<file path="config.mk">
export PLATFORM = sky130hd
export DESIGN_NAME = jacobi_phase_sequencer_flat
export DESIGN_NICKNAME = d
export VERILOG_FILES = /design/src/rtl/jacobi_phase_sequencer_if.sv /design/src/rtl/jacobi_phase_sequencer.sv /design/src/flat_wrapper.sv
export SDC_FILE = /design/constraint.sdc
export NUM_CORES = 1
export LEC_CHECK = 0
export BUFFER_PORTS_ARGS = -buffer_cell sky130_fd_sc_hd__buf_2
export CAP_MARGIN = 20
export CORE_AREA = 5 5 461 463
export DETAILED_ROUTE_END_ITERATION = 10
export DIE_AREA = 0 0 466 468
export SYNTH_ARGS = -nofsm -noshare
export SYNTH_HDL_FRONTEND = slang
export SYNTH_SLANG_ARGS = --single-unit
</file>
<file path="constraint.sdc">
create_clock -name clk -period 4.5 [get_ports clk]
set_input_delay 0.45 -clock clk [delete_from_list [all_inputs] [get_ports clk]]
set_output_delay 0.45 -clock clk [all_outputs]
set_load 0.005 [all_outputs]
</file>
<file path="src/rtl/jacobi_phase_sequencer_if.sv">
// Client/SRAM bundle between the Jacobi phase sequencer and its datapath clients.
// The master side is the sequencer; the slave side is the client phases and the SRAM port.
interface jacobi_phase_sequencer_if #(
   parameter int NUM_PHASES = 3,
   parameter int ADDR_W     = 11,
   parameter int DATA_W     = 256,
   parameter int ITER_W     = 8
);
   logic                           start;
   logic                           abort;
   logic [NUM_PHASES-1:0]          phase_done;
   logic                           converged;
   logic [NUM_PHASES*ADDR_W-1:0]   cl_raddr1;
   logic [NUM_PHASES*ADDR_W-1:0]   cl_raddr2;
   logic [NUM_PHASES-1:0]          cl_we;
   logic [NUM_PHASES*ADDR_W-1:0]   cl_waddr;
   logic [NUM_PHASES*DATA_W-1:0]   cl_wdata;
   logic [NUM_PHASES-1:0]          phase_en;
   logic [ADDR_W-1:0]              sram_raddr1;
   logic [ADDR_W-1:0]              sram_raddr2;
   logic                           sram_we;
   logic [ADDR_W-1:0]              sram_waddr;
   logic [DATA_W-1:0]              sram_wdata;
   logic [ITER_W-1:0]              iter_count;
   logic                           busy;
   logic                           all_done;
   logic                           timeout_err;

   modport master (
      input  start, abort, phase_done, converged,
      input  cl_raddr1, cl_raddr2, cl_we, cl_waddr, cl_wdata,
      output phase_en, sram_raddr1, sram_raddr2, sram_we, sram_waddr, sram_wdata,
      output iter_count, busy, all_done, timeout_err
   );

   modport slave (
      output start, abort, phase_done, converged,
      output cl_raddr1, cl_raddr2, cl_we, cl_waddr, cl_wdata,
      input  phase_en, sram_raddr1, sram_raddr2, sram_we, sram_waddr, sram_wdata,
      input  iter_count, busy, all_done, timeout_err
   );
endinterface

</file>
<file path="src/rtl/jacobi_phase_sequencer.sv">
// Phase sequencer and Y-SRAM port arbiter for the Jacobi solver: runs client phases in order,
// one bus-quiet gap cycle between phases, iteration counting and a per-phase watchdog.
//
//  state  | meaning
//  IDLE   | waiting for start, bus idle
//  RUN    | phase phase_idx enabled and owns the SRAM port
//  GAP    | one bus-quiet cycle between phases (or before DONE)
//  DONE   | run finished; iter_count / timeout_err held until start
module jacobi_phase_sequencer #(
   parameter int NUM_PHASES = 3,
   parameter int ADDR_W     = 11,
   parameter int DATA_W     = 256,
   parameter int ITER_W     = 8,
   parameter int MAX_ITERS  = 16,
   parameter int EARLY_STOP = 1,
   parameter int TIMEOUT_W  = 16
) (
   input  logic                     clk,
   input  logic                     rst_n,
   jacobi_phase_sequencer_if.master bus
);
   localparam int IDX_W = (NUM_PHASES > 1) ? $clog2(NUM_PHASES) : 1;
   localparam logic [IDX_W-1:0]     LAST_IDX = IDX_W'(NUM_PHASES - 1);
   localparam logic [ITER_W-1:0]    MAX_CNT  = ITER_W'(MAX_ITERS);
   // Last watchdog value before all-ones: the phase has then been running 2^TIMEOUT_W-1 cycles.
   localparam logic [TIMEOUT_W-1:0] WD_LAST  = ~(TIMEOUT_W'(1));

   typedef enum logic [1:0] {S_IDLE, S_RUN, S_GAP, S_DONE} state_t;

   state_t                state;
   logic [IDX_W-1:0]      phase_idx;
   logic [NUM_PHASES-1:0] phase_en_q;
   logic [ITER_W-1:0]     iter_q;
   logic [TIMEOUT_W-1:0]  wd;
   logic                  busy_q;
   logic                  done_q;
   logic                  tmo_q;
   logic                  stop_q;

   logic                  done_hit;
   logic [ITER_W-1:0]     iter_next;
   logic [ADDR_W-1:0]     raddr1;
   logic [ADDR_W-1:0]     raddr2;
   logic [ADDR_W-1:0]     waddr;
   logic                  we;
   logic [DATA_W-1:0]     wdata;

   assign iter_next = iter_q + ITER_W'(1);

   always_comb begin
      done_hit = 1'b0;
      raddr1   = '1;
      raddr2   = '1;
      waddr    = '1;
      we       = 1'b0;
      wdata    = '0;
      for (int k = 0; k < NUM_PHASES; k++) begin
         if (phase_idx == IDX_W'(k)) begin
            done_hit = bus.phase_done[k];
            if (state == S_RUN) begin
               raddr1 = bus.cl_raddr1[k*ADDR_W +: ADDR_W];
               raddr2 = bus.cl_raddr2[k*ADDR_W +: ADDR_W];
               waddr  = bus.cl_waddr[k*ADDR_W +: ADDR_W];
               we     = bus.cl_we[k];
               wdata  = bus.cl_wdata[k*DATA_W +: DATA_W];
            end
         end
      end
   end

   always_ff @(posedge clk or negedge rst_n) begin
      if (!rst_n) begin
         state      <= S_IDLE;
         phase_idx  <= '0;
         phase_en_q <= '0;
         iter_q     <= '0;
         wd         <= '0;
         busy_q     <= 1'b0;
         done_q     <= 1'b0;
         tmo_q      <= 1'b0;
         stop_q     <= 1'b0;
      end else if (bus.abort) begin
         state      <= S_IDLE;
         phase_idx  <= '0;
         phase_en_q <= '0;
         iter_q     <= '0;
         wd         <= '0;
         busy_q     <= 1'b0;
         done_q     <= 1'b0;
         tmo_q      <= 1'b0;
         stop_q     <= 1'b0;
      end else begin
         case (state)
            S_IDLE, S_DONE: begin
               if (bus.start) begin
                  state      <= S_RUN;
                  phase_idx  <= '0;
                  phase_en_q <= NUM_PHASES'(1);
                  iter_q     <= '0;
                  wd         <= '0;
                  busy_q     <= 1'b1;
                  done_q     <= 1'b0;
                  tmo_q      <= 1'b0;
                  stop_q     <= 1'b0;
               end
            end
            S_RUN: begin
               if (done_hit) begin
                  state      <= S_GAP;
                  phase_en_q <= '0;
                  wd         <= '0;
                  if (phase_idx == LAST_IDX) begin
                     iter_q    <= iter_next;
                     stop_q    <= (iter_next == MAX_CNT) || ((EARLY_STOP != 0) && bus.converged);
                     phase_idx <= '0;
                  end else begin
                     stop_q    <= 1'b0;
                     phase_idx <= phase_idx + IDX_W'(1);
                  end
               end else if (wd == WD_LAST) begin
                  state      <= S_DONE;
                  phase_en_q <= '0;
                  wd         <= '0;
                  busy_q     <= 1'b0;
                  done_q     <= 1'b1;
                  tmo_q      <= 1'b1;
               end else begin
                  wd <= wd + TIMEOUT_W'(1);
               end
            end
            S_GAP: begin
               if (stop_q) begin
                  state  <= S_DONE;
                  busy_q <= 1'b0;
                  done_q <= 1'b1;
               end else begin
                  state      <= S_RUN;
                  phase_en_q <= NUM_PHASES'(1) << phase_idx;
               end
            end
            default: state <= S_IDLE;
         endcase
      end
   end

   assign bus.phase_en    = phase_en_q;
   assign bus.iter_count  = iter_q;
   assign bus.busy        = busy_q;
   assign bus.all_done    = done_q;
   assign bus.timeout_err = tmo_q;
   assign bus.sram_raddr1 = raddr1;
   assign bus.sram_raddr2 = raddr2;
   assign bus.sram_we     = we;
   assign bus.sram_waddr  = waddr;
   assign bus.sram_wdata  = wdata;
endmodule

</file>
<file path="src/flat_wrapper.sv">
// flat-port wrapper written by rule: the top's interface ports become plain ports
module jacobi_phase_sequencer_flat 
#(
   parameter int NUM_PHASES = 3,
   parameter int ADDR_W     = 11,
   parameter int DATA_W     = 256,
   parameter int ITER_W     = 8,
   parameter int MAX_ITERS  = 16,
   parameter int EARLY_STOP = 1,
   parameter int TIMEOUT_W  = 16
)
  (clk, rst_n, bus_start, bus_abort, bus_phase_done, bus_converged, bus_cl_raddr1, bus_cl_raddr2, bus_cl_we, bus_cl_waddr, bus_cl_wdata, bus_phase_en, bus_sram_raddr1, bus_sram_raddr2, bus_sram_we, bus_sram_waddr, bus_sram_wdata, bus_iter_count, bus_busy, bus_all_done, bus_timeout_err);
  jacobi_phase_sequencer_if #(.NUM_PHASES(NUM_PHASES), .ADDR_W(ADDR_W), .DATA_W(DATA_W), .ITER_W(ITER_W)) bus_i ();
  input  logic clk;
  input  logic rst_n;
  input wire logic [$bits(bus_i.start)-1:0] bus_start;
  input wire logic [$bits(bus_i.abort)-1:0] bus_abort;
  input wire logic [$bits(bus_i.phase_done)-1:0] bus_phase_done;
  input wire logic [$bits(bus_i.converged)-1:0] bus_converged;
  input wire logic [$bits(bus_i.cl_raddr1)-1:0] bus_cl_raddr1;
  input wire logic [$bits(bus_i.cl_raddr2)-1:0] bus_cl_raddr2;
  input wire logic [$bits(bus_i.cl_we)-1:0] bus_cl_we;
  input wire logic [$bits(bus_i.cl_waddr)-1:0] bus_cl_waddr;
  input wire logic [$bits(bus_i.cl_wdata)-1:0] bus_cl_wdata;
  output wire logic [$bits(bus_i.phase_en)-1:0] bus_phase_en;
  output wire logic [$bits(bus_i.sram_raddr1)-1:0] bus_sram_raddr1;
  output wire logic [$bits(bus_i.sram_raddr2)-1:0] bus_sram_raddr2;
  output wire logic [$bits(bus_i.sram_we)-1:0] bus_sram_we;
  output wire logic [$bits(bus_i.sram_waddr)-1:0] bus_sram_waddr;
  output wire logic [$bits(bus_i.sram_wdata)-1:0] bus_sram_wdata;
  output wire logic [$bits(bus_i.iter_count)-1:0] bus_iter_count;
  output wire logic [$bits(bus_i.busy)-1:0] bus_busy;
  output wire logic [$bits(bus_i.all_done)-1:0] bus_all_done;
  output wire logic [$bits(bus_i.timeout_err)-1:0] bus_timeout_err;
  assign bus_i.start = bus_start;
  assign bus_i.abort = bus_abort;
  assign bus_i.phase_done = bus_phase_done;
  assign bus_i.converged = bus_converged;
  assign bus_i.cl_raddr1 = bus_cl_raddr1;
  assign bus_i.cl_raddr2 = bus_cl_raddr2;
  assign bus_i.cl_we = bus_cl_we;
  assign bus_i.cl_waddr = bus_cl_waddr;
  assign bus_i.cl_wdata = bus_cl_wdata;
  assign bus_phase_en = bus_i.phase_en;
  assign bus_sram_raddr1 = bus_i.sram_raddr1;
  assign bus_sram_raddr2 = bus_i.sram_raddr2;
  assign bus_sram_we = bus_i.sram_we;
  assign bus_sram_waddr = bus_i.sram_waddr;
  assign bus_sram_wdata = bus_i.sram_wdata;
  assign bus_iter_count = bus_i.iter_count;
  assign bus_busy = bus_i.busy;
  assign bus_all_done = bus_i.all_done;
  assign bus_timeout_err = bus_i.timeout_err;
  jacobi_phase_sequencer #(.NUM_PHASES(NUM_PHASES), .ADDR_W(ADDR_W), .DATA_W(DATA_W), .ITER_W(ITER_W), .MAX_ITERS(MAX_ITERS), .EARLY_STOP(EARLY_STOP), .TIMEOUT_W(TIMEOUT_W)) u_core (.clk(clk), .rst_n(rst_n), .bus(bus_i));
endmodule
</file>
==> flow_summary.ini <==
[final_layout]
mostFrequentLayoutCells = 1181 x buf_2, 312 x nand2_1, 271 x o21ai_0
fillers = 24676
drive_gt1_frac = 0.506
area_growth_pct = 101
layout_commonest_cell = buf_2
nNetsFinal = 3466

[detailed_routing]
drt_iter0_markers = 1425
first_pass_iters = 7
wirelength_mm = 210
vias = 17925
wire_per_inst_um = 38.5
route.detailed.drc = 0
routed_via_density = 3.28
drtAntennaViolNets = 0

[worst_setup_path]
setup.worst_path.class = flip-flop to output port
slowest_delay_ps = 750
r2r_end = u_core.bus.iter_count[7]
worstSetupEndpointType = output port
start_kind = flip-flop
arrival_ps = 3240
rr_worst_depth = 4
regToRegSetupSlack_ps = 1460
worst_path_max_delay_cell = dfrtp_4
cp_cell_sequence = buf_4 > mux2_2 > o22ai_1 > nand2_1 > buf_2
worstReg2RegStart = u_core.phase_idx[1]
crit_required_ps = 4050
critical_path_peak_fanout = 44

[yosys]
yosys.cell_types.count = 45
synthMuxAreaShare = 0.312
synth_top_family_by_area = simple AND/OR/NAND/NOR gates
syn_nets = 2355
yosys.area_share.simple = 0.331
avgSynthCellArea_sq_um = 6.55
ys_seq_area_frac = 0.0908
ys_warn_count = 0
ys.flop_type = dfrtp_1
synthAdderAreaFrac = 0.00649
synth_xor_area_frac = 0.00999
synth_edf_count = 0
synth_compound_area_frac = 0.187
syn_area_sq_um = 9640
synthCells = 1472
async_flop_share = 1.00
ys_seq_elements = 35

[clocking]
cts_hold_buf = 0
clk_pin_slew_ps = 60
cts_tree = built
cts_setup_buffers = 0
htree_num_levels = 2
ctsResizeCount = 0
cts_buffers = 5
clock_sinks = 35
clk_latency_ps = 280
cts-root-buf = clkbuf_16
clk_path_buf_depth = 2

[die]
die_h_um = 468
die_area_sq_um = 218000
initial_utilization = 0.0463
row_count = 168
die_w_um = 466
core_area_sq_um = 208000
pin_count = 1182

[power_and_ir_drop]
peakVddDrop_mv = 0.257
power_leakage_nw = 8.07
power.density_nw_per_um2 = 336

[timing]
slew_headroom = 0.294
fin_worst_skew_ps = 4.05
hold_ws_ps = 267
setup_tns_ps = 0
finalCritPeriodShare = 0.819
tightestPinTransition_ps = 1060
drv_slew = 0
hold_viol = 0
rsz0062_at_grt = false
min_period_ps = 3690
max_freq_ghz = 0.271
setup_slack_ps = 813
setup_viol = 0

[grt]
grt_overflow = 0
grt_max_degree = 207
grt_antenna_before_repair = 369
grt_pass1_wl_mm = 246
grt_pass1_vias = 17073
grt_usage = 0.181

[run_status]
outcome = complete, no violations

[placement]
gp_congestion = 0.980
place_ws_ps = 830
port_buffers = 1181
place_hpwl_mm = 195

[job]
drv_cap = 0

[hold_path]
hp-class = primary input to async pin
[flip-flops by register name (all words and copies together) (netlist names)]
register / count
u_core.wd: 16
u_core.bus.iter_count: 8
u_core.bus.phase_en: 3
u_core.phase_idx: 2
u_core.state: 2
u_core.bus.all_done: 1
u_core.bus.busy: 1
u_core.bus.timeout_err: 1
u_core.stop_q: 1
[power breakdown]
group | leakage [nW] | switching [mW] | internal (mW)
registers | 0.480 | 0.0567 | 0.339
clock network | 0.0673 | 0.134 | 0.204
logic | 7.53 | 3.82 | 1.97
[critical path, delay by kind of cell, from the launching register on]
kind / cells / cell delay, ps
buf+inv: 2 / 810
flops: 1 / 750
compound gates: 1 / 710
mux: 1 / 460
simple gates: 1 / 130
[metal layers]
layer  up-vias  share of wire  track usage
li1       7377              -            -
met1      8246           0.39        0.213
met2      1535           0.42        0.280
met5         -         0.0077            0
met3       521           0.16        0.126
met4       246          0.020       0.0191
[cell usage after synthesis (5+ instances only)]
cell      count  area (sq um)
inv_1        11          41.3
buf_2        45           225
ha_1          5          62.6
o21ai_0     271          1360
a21oi_1       6          30.0
clkbuf_1     68           255
dfrtp_1      35           876
o22ai_1      34           213
nand3_1      12          60.1
xnor2_1       9          78.8
mux2i_1     259          2590
nor2_1       26          97.6
nand2_1     312          1170
nor3_1       10          50.1
buf_1        24          90.1
mux2_2       34           383
nand2b_1      6          37.5
and2_1      257          1610
[stage by stage]
step	cell area, sq um	total power, mW	util	std cells
after floorplan	9640	2.50	-	1472
after global placement	19100	6.48	0.0915	5377
after detailed placement	19100	6.44	0.0917	5381
after CTS	19200	6.80	0.0923	5389
after global routing	19300	6.98	0.0926	5411
final	19400	6.53	0.0932	5463
[how the worst max path moves through the flow]
stage	startpoint	endpoint	slack, ps	cells after the start
after global placement	u_core.phase_idx[0]	bus_sram_wdata[9]	810	6
after detailed placement	u_core.phase_idx[0]	bus_sram_wdata[9]	830	6
after CTS	u_core.phase_idx[0]	bus_sram_wdata[9]	530	6
final	u_core.phase_idx[0]	bus_sram_raddr1[0]	810	5
after floorplan	u_core.state[0]	u_core.bus.iter_count[6]	2510	8
after global routing	u_core.phase_idx[0]	bus_sram_wdata[9]	500	6
[kinds of logic (layout without fill, tap and decap cells)]
kind of cell / after synthesis / count (layout)
AO/OA/AOI/OAI: 334 / 334
XOR/XNOR: 11 / 11
adder cells (fa/ha/maj): 5 / 5
buffers and inverters: 148 / 1260
flip-flops: 35 / 35
multiplexers: 295 / 295
other: 0 / 74
AND/OR/NAND/NOR: 644 / 644
[cell type report]
type,instances,area [sq um],area share
clock buffers,6,129,0.00664
multi-input cells,1289,8210,0.423
inverters,11,41.3,0.00213
clock inverters,2,12.5,0.000644
flip-flops and latches,35,883,0.0455
diodes,74,185,0.00953
well taps,2805,3510,0.181
repair buffers,1241,6450,0.332
Note: power is estimated with default switching activity, not from simulation.
